$ cat config.mk
export PLATFORM = sky130hd
export DESIGN_NAME = drum_lane_painter_flat
export DESIGN_NICKNAME = d
export VERILOG_FILES = /design/src/rtl/drum_lane_painter_pkg.sv /design/src/rtl/drum_lane_painter_if.sv /design/src/rtl/drum_lane_painter_pad_encoder.sv /design/src/rtl/drum_lane_painter.sv /design/src/flat_wrapper.sv
export SDC_FILE = /design/constraint.sdc
export NUM_CORES = 1
export LEC_CHECK = 0
export ABC_CLOCK_PERIOD_IN_PS = 8300
export BUFFER_PORTS_ARGS = -buffer_cell sky130_fd_sc_hd__buf_2
export CAP_MARGIN = 20
export CORE_MARGIN = 1
export CORE_UTILIZATION = 55
export CTS_CLUSTER_SIZE = 16
export DETAILED_ROUTE_END_ITERATION = 12
export PLACE_DENSITY = 0.76
export RECOVER_POWER = 25
export SYNTH_ARGS = -nofsm -noshare
export SYNTH_HDL_FRONTEND = slang
export SYNTH_SLANG_ARGS = --single-unit
$ cat constraint.sdc
create_clock -name clk -period 8.3 [get_ports clk]
set_input_delay 1.245 -clock clk [delete_from_list [all_inputs] [get_ports clk]]
set_output_delay 1.245 -clock clk [all_outputs]
set_load 0.01 [all_outputs]
$ cat src/rtl/drum_lane_painter_pkg.sv
// Shared types and helpers for the drum lane painter: FSM state codes,
// multi-pad policy selectors and a one-hot test.
package drum_pkg;

  typedef enum logic [2:0] {
    IDLE     = 3'd0,
    ARMED    = 3'd1,
    DEBOUNCE = 3'd2,
    LANE     = 3'd3,
    RELEASE  = 3'd4,
    STATIC   = 3'd5
  } state_e;

  localparam int MULTI_REJECT = 0;
  localparam int MULTI_LOWEST = 1;

  // Callers zero-extend narrower pad vectors to 16 bits.
  function automatic logic is_onehot(input logic [15:0] v);
    return ($countones(v) == 1);
  endfunction

endpackage

$ cat src/rtl/drum_lane_painter_if.sv
// Pad/request inputs and paint/hit outputs of the drum lane painter.
// Level inputs, no handshake: the painter samples every input on each clk edge.
interface drum_lane_painter_if #(
  parameter int N_LANES = 5,
  parameter int CNT_W   = 8,
  parameter int IDX_W   = $clog2(N_LANES)
);
  logic               start;
  logic               stop;
  logic               static_req;
  logic [N_LANES-1:0] pad;
  logic               paint_static;
  logic [N_LANES-1:0] paint_lane;
  logic               hit_pulse;
  logic [IDX_W-1:0]   hit_lane;
  logic [CNT_W-1:0]   hit_count;

  modport master (
    output start, stop, static_req, pad,
    input  paint_static, paint_lane, hit_pulse, hit_lane, hit_count
  );

  modport slave (
    input  start, stop, static_req, pad,
    output paint_static, paint_lane, hit_pulse, hit_lane, hit_count
  );
endinterface

$ cat src/rtl/drum_lane_painter_pad_encoder.sv
// Combinational pad qualifier: decides whether the pad pattern is a hit
// candidate and yields its one-hot pattern and lane index.
module drum_pad_encoder
  import drum_pkg::*;
#(
  parameter int N_LANES    = 5,
  parameter int MULTI_MODE = MULTI_REJECT,
  parameter int IDX_W      = $clog2(N_LANES)
) (
  input  logic [N_LANES-1:0] pad,
  output logic               valid,
  output logic [N_LANES-1:0] cand,
  output logic [IDX_W-1:0]   idx
);

  always_comb begin
    valid = 1'b0;
    cand  = '0;
    idx   = '0;
    if (MULTI_MODE == MULTI_LOWEST) begin
      // Walk downwards so the lowest set bit is the last one written.
      for (int i = N_LANES - 1; i >= 0; i--) begin
        if (pad[i]) begin
          valid   = 1'b1;
          cand    = '0;
          cand[i] = 1'b1;
          idx     = IDX_W'(i);
        end
      end
    end else if (is_onehot(16'(pad))) begin
      valid = 1'b1;
      cand  = pad;
      for (int i = 0; i < N_LANES; i++) begin
        if (pad[i]) idx = IDX_W'(i);
      end
    end
  end

endmodule

$ cat src/rtl/drum_lane_painter.sv
// Drum lane paint controller: debounced pad hits light one lane, with
// stuck-pad timeout, release-before-rearm, a static band and a hit counter.
module drum_lane_painter
  import drum_pkg::*;
#(
  parameter int N_LANES      = 5,
  parameter int DEBOUNCE_CYC = 4,
  parameter int MAX_HOLD_CYC = 1000000,
  parameter int MULTI_MODE   = 0,
  parameter int CNT_W        = 8
) (
  input  logic              clk,
  input  logic              reset,
  drum_lane_painter_if.slave bus,
  output logic [2:0]        dbg_state
);

  localparam int IDX_W = $clog2(N_LANES);
  localparam int DW    = $clog2(DEBOUNCE_CYC + 1);
  localparam int HW    = $clog2(MAX_HOLD_CYC + 1);

  localparam logic [2:0] S_IDLE     = IDLE;
  localparam logic [2:0] S_ARMED    = ARMED;
  localparam logic [2:0] S_DEBOUNCE = DEBOUNCE;
  localparam logic [2:0] S_LANE     = LANE;
  localparam logic [2:0] S_RELEASE  = RELEASE;
  localparam logic [2:0] S_STATIC   = STATIC;

  logic [2:0]         state;
  logic [N_LANES-1:0] cand_r;
  logic [DW-1:0]      dcnt;
  logic [HW-1:0]      hcnt;
  logic [IDX_W-1:0]   hit_lane_r;
  logic [CNT_W-1:0]   hit_count_r;

  logic               enc_valid;
  logic [N_LANES-1:0] enc_cand;
  logic [IDX_W-1:0]   enc_idx;
  logic [N_LANES-1:0] sel;
  logic               take_hit;

  drum_pad_encoder #(
    .N_LANES   (N_LANES),
    .MULTI_MODE(MULTI_MODE),
    .IDX_W     (IDX_W)
  ) u_enc (
    .pad  (bus.pad),
    .valid(enc_valid),
    .cand (enc_cand),
    .idx  (enc_idx)
  );

  // In DEBOUNCE the current encoder index equals the latched candidate's,
  // so enc_idx is valid for every lane-entry path.
  always_comb begin
    sel      = enc_valid ? enc_cand : '0;
    take_hit = 1'b0;
    if (!bus.stop) begin
      if (state == S_ARMED && enc_valid && DEBOUNCE_CYC == 1)
        take_hit = 1'b1;
      if (state == S_DEBOUNCE && sel == cand_r && (dcnt + DW'(1)) == DW'(DEBOUNCE_CYC))
        take_hit = 1'b1;
    end
  end

  always_ff @(posedge clk) begin
    if (!reset) begin
      state       <= S_IDLE;
      cand_r      <= '0;
      dcnt        <= '0;
      hcnt        <= '0;
      hit_lane_r  <= '0;
      hit_count_r <= '0;
    end else if (bus.stop && state != S_IDLE) begin
      state <= S_IDLE;
    end else if (take_hit) begin
      state      <= S_LANE;
      cand_r     <= sel;
      dcnt       <= '0;
      hcnt       <= HW'(1);
      hit_lane_r <= enc_idx;
      if (hit_count_r != {CNT_W{1'b1}}) hit_count_r <= hit_count_r + CNT_W'(1);
    end else begin
      case (state)
        S_IDLE: if (bus.start) begin
          state       <= S_ARMED;
          hit_count_r <= '0;
        end
        S_ARMED: begin
          if (enc_valid) begin
            state  <= S_DEBOUNCE;
            cand_r <= sel;
            dcnt   <= DW'(1);
          end else if (bus.static_req) begin
            state <= S_STATIC;
          end
        end
        S_DEBOUNCE: begin
          if (sel == cand_r) begin
            dcnt <= dcnt + DW'(1);
          end else begin
            state <= S_ARMED;
            dcnt  <= '0;
          end
        end
        S_LANE: begin
          if (bus.pad != cand_r || hcnt == HW'(MAX_HOLD_CYC)) state <= S_RELEASE;
          else hcnt <= hcnt + HW'(1);
        end
        S_RELEASE: if (bus.pad == '0) state <= S_ARMED;
        S_STATIC:  if (!bus.static_req) state <= S_ARMED;
        default:   state <= S_IDLE;
      endcase
    end
  end

  assign bus.paint_static = (state == S_STATIC);
  assign bus.paint_lane   = (state == S_LANE) ? cand_r : '0;
  assign bus.hit_pulse    = (state == S_LANE) && (hcnt == HW'(1));
  assign bus.hit_lane     = hit_lane_r;
  assign bus.hit_count    = hit_count_r;
  assign dbg_state        = state;

endmodule

$ cat src/flat_wrapper.sv
// flat-port wrapper written by rule: the top's interface ports become plain ports
module drum_lane_painter_flat import drum_pkg::*;
#(
  parameter int N_LANES      = 5,
  parameter int DEBOUNCE_CYC = 4,
  parameter int MAX_HOLD_CYC = 1000000,
  parameter int MULTI_MODE   = 0,
  parameter int CNT_W        = 8
)
  (clk, reset, dbg_state, bus_start, bus_stop, bus_static_req, bus_pad, bus_paint_static, bus_paint_lane, bus_hit_pulse, bus_hit_lane, bus_hit_count);
  drum_lane_painter_if #(.N_LANES(N_LANES), .CNT_W(CNT_W)) bus_i ();
  input  logic clk;
  input  logic reset;
  output logic [2:0] dbg_state;
  input wire logic [$bits(bus_i.start)-1:0] bus_start;
  input wire logic [$bits(bus_i.stop)-1:0] bus_stop;
  input wire logic [$bits(bus_i.static_req)-1:0] bus_static_req;
  input wire logic [$bits(bus_i.pad)-1:0] bus_pad;
  output wire logic [$bits(bus_i.paint_static)-1:0] bus_paint_static;
  output wire logic [$bits(bus_i.paint_lane)-1:0] bus_paint_lane;
  output wire logic [$bits(bus_i.hit_pulse)-1:0] bus_hit_pulse;
  output wire logic [$bits(bus_i.hit_lane)-1:0] bus_hit_lane;
  output wire logic [$bits(bus_i.hit_count)-1:0] bus_hit_count;
  assign bus_i.start = bus_start;
  assign bus_i.stop = bus_stop;
  assign bus_i.static_req = bus_static_req;
  assign bus_i.pad = bus_pad;
  assign bus_paint_static = bus_i.paint_static;
  assign bus_paint_lane = bus_i.paint_lane;
  assign bus_hit_pulse = bus_i.hit_pulse;
  assign bus_hit_lane = bus_i.hit_lane;
  assign bus_hit_count = bus_i.hit_count;
  drum_lane_painter #(.N_LANES(N_LANES), .DEBOUNCE_CYC(DEBOUNCE_CYC), .MAX_HOLD_CYC(MAX_HOLD_CYC), .MULTI_MODE(MULTI_MODE), .CNT_W(CNT_W)) u_core (.clk(clk), .reset(reset), .bus(bus_i), .dbg_state(dbg_state));
endmodule
==> impl_summary.txt, run 1 <==
----------------------------------------------------
[Clock tree]
  Quantity of gates resized following cts ... 0
  Hold_buf cts ... 0
  Post-CTS Setup Repair Bufs ... 0
  Clock tree from TritonCTS ... built
  CTS clk-pin slew, worst paths ... 70 ps
  H-tree Lvls ... 2
  Buffer cell driving the clock tree root ... sky130_fd_sc_hd__clkbuf_8
  Clk Latency, worst-skew pair ... just under 300 ps
  Clk buf depth ... 2
  Num CTS Buffers ... 5
  Number of sinks handled by clock tree synthesis ... 42

[Yosys]
  Nets in the synthesized netlist ... roughly 330
  Compound-gate portion of the synthesized area ... between 10% and 20%
  Simple-Gate Fraction of Synth Area ... about a third
  Synthesis-stage register bit count ... 42
  Leading register cell type out of synthesis ... sky130_fd_sc_hd__dfxtp_1
  Area of the mapped netlist ... 0.00252 mm²
  Adder-cell share of the synthesized area ... 6.06%
  Sequential share of the synthesized area ... 33.4%
  Post-synth EDFFs ... 0
  Mean instance size in the synthesized netlist ... around 8.1 µm²
  Synth Instances ... between 300 and 400
  Ys async rst share ... 0%
  Mux share of post-synthesis cell area ... under 10%
  Synthesized-area fraction occupied by xor and xnor cells ... under 10%
  Count of unique library cells instantiated by Yosys ... 51
  Dominant combinational cell family by area after synthesis ... simple AND/OR/NAND/NOR gates
  YS warnings ... 0

[GRT]
  Number of antenna violations at the first check in global routing ... 0
  Wire length of the first global-routing pass ... 9870 µm
  Overall track demand over capacity in global routing ... between 20% and 30%
  GRT overflow ... 0
  Number of global-route vias before repair ... about 2300
  Largest net degree at the start of global routing ... 19

[Setup path]
  Reg2Reg Setup Slack ... 5560 ps
  Category of the worst setup path launch point ... input port
  Reg-to-reg endpoint ... u_core.hcnt[18]$_SDFFE_PN0P_
  Highest net fanout along the worst path ... 11
  Sequence of cells on the critical path ... buf_2, inv_1, ha_1, inv_1, fa_1, inv_1, ha_1, fa_1, or3b_1, a21oi_1, o32ai_2, nand4b_1, a21oi_1, mux2i_1, nor2_1
  Worst setup EP type ... register
  Critical path capture point ... u_core.cand_r[2]$_SDFFE_PN0P_
  Delay contributed by the slowest stage of the critical path ... a little under 800 ps
  Required time worst endpoint ... between 8000 and 9000 ps
  Worst setup startpoint ... bus_pad[1]
  Standard cell with the maximum stage delay on the critical path ... sky130_fd_sc_hd__a21oi_1
  Origin of the critical flop-to-flop path ... u_core.dbg_state[1]$_SDFFE_PP0P_
  Critical path class ... in2reg
  Worst EP arrival ... 5400 ps
  Reg2Reg Depth ... 7
  Cell seen most often among critical-path stages ... sky130_fd_sc_hd__inv_1

[Placement]
  Final RePlAce weighted congestion ... just under 0.9
  Detailed Place HPWL ... 4200 µm
  Total of buffers placed on input and output ports ... 30
  Area after detailed placement ... 0.00269 mm²

[Timing]
  Max-slew violation count ... 0
  Relative slew slack ... around 50%
  Setup repair after global routing missed its margin ... no
  Portion of the clock cycle consumed by the worst path in the final layout ... 63.1%
  Post-route setup TNS ... 0 ps
  Number of setup violations in the final report ... 0
  Transition time at the pin with the least slew margin ... ~770 ps
  Max Clk Rate ... about 190 MHz
  Time the final worst path needs with I/O delays and setup ... around 5200 ps
  Hold violation total from the final report ... 0
  Clock Skew ... 6.37 ps

[Detailed routing]
  Vias ... approximately 2300
  Vias per Instance ... 6.02
  Mean routed wirelength per cell ... between 10 and 15 µm
  DRC violations left ... 0
  WL final ... roughly 5700 µm
  First-pass iteration count of the detailed router ... 4
  Detail Route Antenna Nets ... 0
  Initial detailed-routing violation count ... about 140

[Power]
  Cell area power density ... 180 mW/mm²
  Static Leakage ... 1.00 nW
  Largest vdd supply drop ... ~0.14 mV

[Layout]
  Share of final-layout standard cells stronger than drive strength 1 ... about 9%
  Most common library cell in the layout ignoring fill and taps ... sky130_fd_sc_hd__dfxtp_1
  Layout area overhead ... 10.0%
  Final non-filler cell area ... around 0.0028 mm²
  Highest-count cells in the layout ignoring fill and taps ... sky130_fd_sc_hd__dfxtp_1, sky130_fd_sc_hd__nor2_1
  Number of diodes ... 0
  Number of nets at the end of the flow ... approximately 360

[Floorplanning]
  Initial cell density of the core ... approximately 57%
  Die Ht ... about 70 µm
  I/O pin count ... 31
  Width of the die ... between 60 and 70 µm
  FP Rows ... 24
  Standard cell core area ... ~0.0044 mm²
  Area enclosed by the die boundary ... 0.00486 mm²

[Min path]
  Tightest Hold Check Type ... reg2reg

[Run status]
  Result of the run ... complete, no violations

[Run]
  Number of max-cap violations ... 0

----------------------------------------------------
[cells by family after synthesis]
family	after synthesis
simple gates	152
compound gates	52
flops	42
buf+inv	29
xor+xnor	18
fa+ha+maj	11
mux	6
[how the worst min path moves through the flow]
stage	end	slack (ps)	startpoint	depth (start not counted)
5_1_grt	u_core.bus.hit_lane[2]$_SDFFE_PN0P_	520	u_core.bus.hit_lane[2]$_SDFFE_PN0P_	2
6_report	u_core.bus.hit_lane[2]$_SDFFE_PN0P_	470	u_core.bus.hit_lane[2]$_SDFFE_PN0P_	2
4_1_cts	u_core.bus.hit_lane[2]$_SDFFE_PN0P_	470	u_core.bus.hit_lane[2]$_SDFFE_PN0P_	2
2_1_floorplan	u_core.dcnt[0]$_SDFFE_PN0P_	450	u_core.dcnt[0]$_SDFFE_PN0P_	1
3_5_place_dp	u_core.bus.hit_lane[2]$_SDFFE_PN0P_	450	u_core.bus.hit_lane[2]$_SDFFE_PN0P_	2
3_3_place_gp	u_core.bus.hit_lane[2]$_SDFFE_PN0P_	460	u_core.bus.hit_lane[2]$_SDFFE_PN0P_	2
[area by class of cell]
class	count	area (µm²)
repair buffers	31	139
clock inverters	1	30.0
multi-input cells	239	1560
clock buffers	7	76.3
fillers	394	1610
well taps	52	65.1
inverters	17	63.8
flip-flops and latches	42	841
[sequential cells by signal, indices dropped and copies added (netlist names)]
signal	cells
u_core.hcnt	20
u_core.cand_r	5
u_core.dcnt	3
u_core.dbg_state	3
u_core.bus.hit_lane	3
u_core.bus.hit_count	8
[cells in the mapped netlist (all sizes together), types with 4 or more instances]
library cell | n | area share [%]
a21oi | 15 | 3.0
and2 | 9 | 2.2
and3 | 6 | 1.5
buf | 5 | 1.2
clkbuf | 7 | 1.0
dfxtp | 42 | 33
ha | 9 | 4.5
inv | 17 | 2.5
mux2i | 5 | 2.0
nand2 | 17 | 2.5
nand3 | 16 | 3.2
nand4 | 10 | 2.5
nor2 | 40 | 6.0
nor3 | 11 | 2.2
nor4 | 7 | 1.7
nor4b | 4 | 1.6
o21ai | 17 | 3.4
or3 | 5 | 1.2
or4 | 4 | 1.2
xnor2 | 17 | 5.9
[critical path, delay by kind of cell]
kind | cells | cell delay [ps]
AOI/OAI and AO/OA | 3 | 1240
adders and majority gates | 4 | 1450
buffers and inverters | 4 | 300
muxes | 1 | 270
and+or+nand+nor | 3 | 870
[metal layers]
layer,share of wire (%),track usage (%),wire length (µm)
met2,48,42.3,2730
met4,2.1,11.3,119
met3,4.5,4.22,258
met1,46,30.9,2620
met5,0,0,0
[stage by stage]
stage | hold WS (ps) | worst slack, ps | util, % | cells | total power, W
after global placement | 464 | 2950 | 61.2 | 381 | 0.000345
final | 475 | 3070 | 63.2 | 389 | 0.000500
after CTS | 469 | 3110 | 63.7 | 389 | 0.000504
after floorplan | 446 | 3530 | - | 310 | 0.000318
after detailed placement | 451 | 2820 | 61.2 | 381 | 0.000347
after global routing | 515 | 2730 | 63.2 | 389 | 0.000527
[report_power, final]
group,internal (W),switching [W]
combinational,0.0000441,0.0000749
sequential,0.000209,0.0000149
clock,0.0000900,0.0000672
No activity file was read; power rests on OpenSTA's default activity.
==> run 2: changes to the inputs <==
--- a/config.mk
+++ b/config.mk
@@ -5,7 +5,7 @@
 export SDC_FILE = /design/constraint.sdc
 export NUM_CORES = 1
 export LEC_CHECK = 0
-export ABC_CLOCK_PERIOD_IN_PS = 8300
+export ABC_CLOCK_PERIOD_IN_PS = 5090
 export BUFFER_PORTS_ARGS = -buffer_cell sky130_fd_sc_hd__buf_2
 export CAP_MARGIN = 20
 export CORE_MARGIN = 1
==> constraint.sdc (replaced) <==
create_clock -name clk -period 5.09 [get_ports clk]
set_input_delay 0.7635 -clock clk [delete_from_list [all_inputs] [get_ports clk]]
set_output_delay 0.7635 -clock clk [all_outputs]
set_load 0.01 [all_outputs]
==> run 2 against run 1 <==
  * Hold slack lost 6.4 ps
  * Clock power grew 100%
  * Clock skew grew 1.8 ps
  * Global-route usage shrank 0.54 points
  * Register-to-register slack lost 3000 ps
  * Wire length grew 1.9%
  * Cell area grew 2.5%
  * Power grew 77%
  * Cell count grew 1.3%
  * Critical path type unchanged
  * Critical endpoint is now u_core.hcnt[18]$_SDFFE_PN0P_
  * Largest power group unchanged
==> impl_summary.txt, run 2 (synthesis results as in run 1) <==
----------------------------------------------------
[Detailed routing]
  Highest layer used for signal routing ... met4
  WL met2 ... about 3000 µm
  M1 wire length ... about 2600 µm
  Mean routed wirelength per cell ... 14.8 µm
  First-pass iteration count of the detailed router ... 4
  WL met3 ... roughly 290 µm
  Initial detailed-routing violation count ... between 100 and 150
  Vias per Instance ... roughly 6.1
  Detail Route Antenna Nets ... 0
  DRC violations left ... 0
  WL final ... around 5800 µm
  Vias ... approximately 2400

[Timing]
  Clock Skew ... roughly 8.1 ps
  Final worst hold slack ... approximately 470 ps
  Setup repair after global routing missed its margin ... no
  Number of setup violations in the final report ... 0
  Transition time at the pin with the least slew margin ... 509 ps
  Max-slew violation count ... 0
  Max Clk Rate ... roughly 220 MHz
  Post-route setup TNS ... 0 ps
  Time the final worst path needs with I/O delays and setup ... approximately 4500 ps
  Hold violation total from the final report ... 0
  Portion of the clock cycle consumed by the worst path in the final layout ... about 88%
  Relative slew slack ... 65.9%

[Placement]
  Final RePlAce weighted congestion ... roughly 1.0
  Total of buffers placed on input and output ports ... 30
  Detailed Place HPWL ... between 4000 and 5000 µm

[Power]
  Comb power frac ... approximately 23%
  Internal ... 0.000612 W
  Sequential share of power ... between 40% and 50%
  Switching power as a share of total power ... a little under a third
  Static Leakage ... approximately 1.0 nW
  Net Sw Power ... 0.000271 W
  Relative contribution of the clock network to total power ... 36.1%
  Cell area power density ... between 300 and 400 mW/mm²
  Largest vdd supply drop ... roughly 0.23 mV

[Floorplanning]
  Width of the die ... around 70 µm
  Area enclosed by the die boundary ... slightly below 0.005 mm²
  I/O pin count ... 31
  FP Rows ... 24
  Die Ht ... 69.7 µm
  Standard cell core area ... approximately 0.0044 mm²
  Initial cell density of the core ... between 50% and 60%

[Setup path]
  Origin of the critical flop-to-flop path ... u_core.dbg_state[1]$_SDFFE_PP0P_
  Standard cell with the maximum stage delay on the critical path ... sky130_fd_sc_hd__fa_1
  Kind of cell adding the most delay to the critical path ... adder cells
  Cell seen most often among critical-path stages ... sky130_fd_sc_hd__inv_1
  Worst setup EP type ... register
  Sequence of cells on the critical path ... buf_2, inv_1, ha_1, inv_1, fa_1, inv_1, ha_1, fa_1, or3b_1, a21oi_1, o32ai_2, a31oi_2, or3_1, or4_1, a21oi_1
  Required time worst endpoint ... ~5300 ps
  Category of the worst setup path launch point ... input port
  Worst EP arrival ... 4690 ps
  Reg2Reg Setup Slack ... 2550 ps
  Worst setup startpoint ... bus_pad[1]
  Delay contributed by the slowest stage of the critical path ... ~520 ps
  Critical path class ... in2reg
  Highest net fanout along the worst path ... 11
  Number of buffer and inverter stages on the critical path ... 4

[Layout]
  Layout area overhead ... 12.8%
  Share of final-layout standard cells stronger than drive strength 1 ... approximately 11%
  Number of nets at the end of the flow ... around 360
  Number of diodes ... 0
  Most common library cell in the layout ignoring fill and taps ... sky130_fd_sc_hd__dfxtp_1
  Highest-count cells in the layout ignoring fill and taps ... sky130_fd_sc_hd__dfxtp_1, sky130_fd_sc_hd__nor2_1
  Register name with the most flops ... u_core.hcnt
  Max FFs per register ... 20

[Clock tree]
  Hold_buf cts ... 0
  Number of sinks handled by clock tree synthesis ... between 40 and 50
  Clk buf depth ... 2
  Clk Latency, worst-skew pair ... around 300 ps
  Quantity of gates resized following cts ... 0
  Buffer cell driving the clock tree root ... sky130_fd_sc_hd__clkbuf_8
  Post-CTS Setup Repair Bufs ... 0
  Clock tree from TritonCTS ... built
  H-tree Lvls ... 2
  CTS clk-pin slew, worst paths ... roughly 80 ps
  Num CTS Buffers ... 5

[GRT]
  Number of global-route vias before repair ... about 2200
  Number of antenna violations at the first check in global routing ... 0
  Largest net degree at the start of global routing ... 19
  GRT overflow ... 0
  Wire length of the first global-routing pass ... about 9700 µm
  Overall track demand over capacity in global routing ... between 20 and 25%

[Run status]
  Result of the run ... complete, no violations

[Min path]
  Launch point of the worst hold path ... u_core.bus.hit_lane[2]$_SDFFE_PN0P_
  Tightest Hold Check Type ... reg2reg

[Run]
  Number of max-cap violations ... 0

----------------------------------------------------
## run 2: cell count changes in the layout (fill, tap and decap cells not counted), sizes merged
| cell | delta |
|---|---|
| buf | +5 |
| bufinv | +1 |
| clkinv | +1 |
| clkbuf | -2 |
## run 2: layout make-up
class / count / area [µm²]
fillers: 393 / 1540
repair buffers: 36 / 176
clock buffers: 5 / 68.8
multi-input cells: 239 / 1560
clock inverters: 3 / 68.8
well taps: 52 / 65.1
inverters: 17 / 63.8
flip-flops and latches: 42 / 841
## run 2: stage by stage
| step | setup slack [ps] | instances | util, % | area [µm²] | power [W] |
|---|---|---|---|---|---|
| finish | 629 | 394 | 64.8 | 2840 | 0.000883 |
| global route | 379 | 394 | 64.8 | 2840 | 0.000928 |
| CTS | 678 | 394 | 65.2 | 2860 | 0.000889 |
| detailed placement | 385 | 386 | 62.1 | 2720 | 0.000570 |
| global placement | 510 | 386 | 62.1 | 2720 | 0.000569 |
| floorplan | 801 | 310 | - | 2520 | 0.000518 |
## run 2: path summary, 6_finish.rpt
check                           depth (start not counted)                                  end
worst max-delay path                                   15         u_core.hcnt[18]$_SDFFE_PN0P_
worst min-delay path                                    2  u_core.bus.hit_lane[2]$_SDFFE_PN0P_
worst max register to register                          7         u_core.hcnt[18]$_SDFFE_PN0P_
worst min register to register                          2  u_core.bus.hit_lane[2]$_SDFFE_PN0P_
## run 2: worst reg2reg max path, cell delays in order (launching register included)
cell	delay, ps
sky130_fd_sc_hd__dfxtp_1	510
sky130_fd_sc_hd__nor4b_2	360
sky130_fd_sc_hd__nand2_1	150
sky130_fd_sc_hd__nor2_1	180
sky130_fd_sc_hd__a31oi_2	120
sky130_fd_sc_hd__or3_1	490
sky130_fd_sc_hd__or4_1	500
sky130_fd_sc_hd__a21oi_1	150
## run 2: layer usage
| layer | up-vias | GRT usage [%] |
|---|---|---|
| met1 | 1140 | 30.6 |
| li1 | 1183 | - |
| met5 | - | 0 |
| met4 | 0 | 8.67 |
| met2 | 76 | 41.6 |
| met3 | 4 | 4.65 |
## run 2: power by group through the flow
stage | combinational [W] | clock [W] | sequential [W]
floorplan | 0.000158 | 0 | 0.000360
global placement | 0.000198 | 0 | 0.000371
detailed placement | 0.000198 | 0 | 0.000372
finish | 0.000199 | 0.000319 | 0.000365
CTS | 0.000200 | 0.000325 | 0.000364
global route | 0.000220 | 0.000340 | 0.000368
==> run 3: changes to the inputs <==
--- a/config.mk
+++ b/config.mk
@@ -9,10 +9,10 @@
 export BUFFER_PORTS_ARGS = -buffer_cell sky130_fd_sc_hd__buf_2
 export CAP_MARGIN = 20
 export CORE_MARGIN = 1
-export CORE_UTILIZATION = 55
+export CORE_UTILIZATION = 50
 export CTS_CLUSTER_SIZE = 16
 export DETAILED_ROUTE_END_ITERATION = 12
-export PLACE_DENSITY = 0.76
+export PLACE_DENSITY = 0.7
 export RECOVER_POWER = 25
 export SYNTH_ARGS = -nofsm -noshare
 export SYNTH_HDL_FRONTEND = slang
==> run 3 against run 2 <==
  * Register-to-register slack worse by 40 ps
  * Wire length hardly changed
  * First-iteration DRC count is 22% lower
  * Core utilization is 6.1 points lower
  * Clock-buffer cell count is 1 higher
  * Flip-flop and latch count stayed put
  * Die area is 9.7% higher
  * Cell area is 1.1% lower
  * Sequential share of layout area is 0.34 points higher
  * Maximum frequency is 0.38% lower
  * Critical path type unchanged
  * Critical endpoint unchanged
  * Largest power group unchanged
==> impl_summary.txt, run 3 (synthesis results as in run 1) <==
----------------------------------------------------
[Timing]
  PnR worst setup slack ... just over 600 ps
  Time the final worst path needs with I/O delays and setup ... between 4000 and 5000 ps
  Max-slew violation count ... 0
  Max Clk Rate ... ~220 MHz
  Clock Skew ... 6.06 ps
  Post-route setup TNS ... 0 ps
  Portion of the clock cycle consumed by the worst path in the final layout ... between 80% and 90%
  Transition time at the pin with the least slew margin ... 509 ps
  Number of setup violations in the final report ... 0
  Final worst hold slack ... roughly 460 ps
  Hold violation total from the final report ... 0
  Setup repair after global routing missed its margin ... no
  Relative slew slack ... between 60% and 70%

[Floorplanning]
  Die Ht ... ~73 µm
  Area enclosed by the die boundary ... about 0.0053 mm²
  Initial cell density of the core ... 52.7%
  Standard cell core area ... 0.00479 mm²
  I/O pin count ... 31
  FP Rows ... 25
  Width of the die ... between 70 and 80 µm

[Min path]
  Launch point of the worst hold path ... u_core.bus.hit_lane[2]$_SDFFE_PN0P_
  Tightest Hold Check Type ... reg2reg

[GRT]
  GRT overflow ... 0
  Number of global-route vias before repair ... between 2000 and 2500
  Number of antenna violations at the first check in global routing ... 0
  Wire length of the first global-routing pass ... around 10000 µm
  Overall track demand over capacity in global routing ... between 20% and 30%
  Largest net degree at the start of global routing ... 19

[Setup path]
  Worst setup EP type ... register
  Reg2Reg Setup Slack ... ~2500 ps
  Critical path class ... in2reg
  Delay contributed by the slowest stage of the critical path ... about 520 ps
  Origin of the critical flop-to-flop path ... u_core.dbg_state[1]$_SDFFE_PP0P_
  Critical path capture point ... u_core.hcnt[18]$_SDFFE_PN0P_
  Reg2Reg Depth ... 7
  Cell seen most often among critical-path stages ... sky130_fd_sc_hd__inv_1
  Required time worst endpoint ... between 5000 and 6000 ps
  Sequence of cells on the critical path ... buf_2, inv_1, ha_1, inv_1, fa_1, inv_1, ha_1, fa_1, or3b_1, nor2_1, o32ai_2, a31oi_2, or3_1, or4_1, a21oi_1
  Standard cell with the maximum stage delay on the critical path ... sky130_fd_sc_hd__fa_1
  Worst EP arrival ... between 4000 and 5000 ps
  Category of the worst setup path launch point ... input port
  Worst setup startpoint ... bus_pad[1]
  Highest net fanout along the worst path ... 11
  Reg-to-reg endpoint ... u_core.hcnt[18]$_SDFFE_PN0P_

[Power]
  Post-layout total power ... between 0.0007 and 0.0008 W
  Largest vdd supply drop ... about 0.18 mV
  Cell area power density ... 279 mW/mm²
  Static Leakage ... around 1.0 nW

[Clock tree]
  Buffer cell driving the clock tree root ... sky130_fd_sc_hd__clkbuf_8
  CTS clk-pin slew, worst paths ... approximately 90 ps
  H-tree Lvls ... 2
  Clock tree from TritonCTS ... built
  Num CTS Buffers ... 5
  Post-CTS Setup Repair Bufs ... 0
  Hold_buf cts ... 0
  Quantity of gates resized following cts ... 0
  Number of sinks handled by clock tree synthesis ... between 40 and 50
  Clk buf depth ... 2
  Clk Latency, worst-skew pair ... roughly 300 ps

[Placement]
  Final RePlAce weighted congestion ... approximately 1
  Total of buffers placed on input and output ports ... 30
  Post-placement cell count ... roughly 400
  Worst slack at placement ... 355 ps
  Detailed Place HPWL ... approximately 4300 µm

[Layout]
  Share of final-layout standard cells stronger than drive strength 1 ... 10.8%
  Final cell count without fillers ... ~410
  Highest-count cells in the layout ignoring fill and taps ... sky130_fd_sc_hd__dfxtp_1, sky130_fd_sc_hd__nor2_1
  Register name with the most flops ... u_core.hcnt
  Max FFs per register ... 20
  Number of nets at the end of the flow ... 362
  Layout area overhead ... 11.5%
  Most common library cell in the layout ignoring fill and taps ... sky130_fd_sc_hd__dfxtp_1
  Number of diodes ... 0

[Detailed routing]
  WL final ... between 5000 and 6000 µm
  Mean routed wirelength per cell ... about 14 µm
  Vias ... about 2400
  DRC violations left ... 0
  Initial detailed-routing violation count ... 112
  Detail Route Antenna Nets ... 0
  Vias per Instance ... roughly 5.8
  First-pass iteration count of the detailed router ... 4

[Run status]
  Result of the run ... complete, no violations

[Run]
  Number of max-cap violations ... 0

----------------------------------------------------
run 3: changes by cell type in the layout (fill, tap and decap cells not counted):
| cell | change |
|---|---|
| sky130_fd_sc_hd__clkinv_2 | +1 |
| sky130_fd_sc_hd__clkbuf_1 | +1 |
| sky130_fd_sc_hd__bufinv_16 | -2 |
run 3: cell type report:
cell class | count | area, µm²
inverters | 17 | 63.8
multi-input cells | 239 | 1560
well taps | 67 | 83.8
clock inverters | 2 | 13.8
repair buffers | 36 | 176
fillers | 448 | 1980
flip-flops and latches | 42 | 841
clock buffers | 6 | 72.6
run 3: metal layers:
layer / GRT usage, % / up-vias / wire length, µm
met5: 0 / - / 0
li1: - / 1185 / -
met2: 38.3 / 82 / 2770
met4: 9.59 / 0 / 85
met1: 30.1 / 1097 / 2730
met3: 3.45 / 9 / 265
run 3: worst min path at each step:
stage / to / slack, ps / cells past startpoint
finish: u_core.bus.hit_lane[2]$_SDFFE_PN0P_ / 460 / 2
global route: u_core.bus.hit_lane[2]$_SDFFE_PN0P_ / 490 / 2
global placement: u_core.bus.hit_lane[2]$_SDFFE_PN0P_ / 450 / 2
detailed placement: u_core.bus.hit_lane[2]$_SDFFE_PN0P_ / 460 / 2
CTS: u_core.bus.hit_lane[2]$_SDFFE_PN0P_ / 470 / 2
floorplan: u_core.dcnt[0]$_SDFFE_PN0P_ / 450 / 1
run 3: worst max-delay path, delay by kind of cell:
family                     cells  cell delay [ps]
AOI/OAI and AO/OA              3              690
adders and majority gates      4             1460
buffers and inverters          4              310
and+or+nand+nor                4             1470
run 3: stage by stage:
step / area [µm²] / util (%)
global placement: 2740 / 57.3
CTS: 2830 / 59.1
finish: 2810 / 58.7
global route: 2810 / 58.7
floorplan: 2520 / -
detailed placement: 2740 / 57.3
run 3: report_power, final:
group          internal, W  switching [W]  leakage, nW
sequential        0.000340      0.0000246        0.339
clock            0.0000970       0.000121       0.0452
combinational    0.0000755       0.000125        0.635
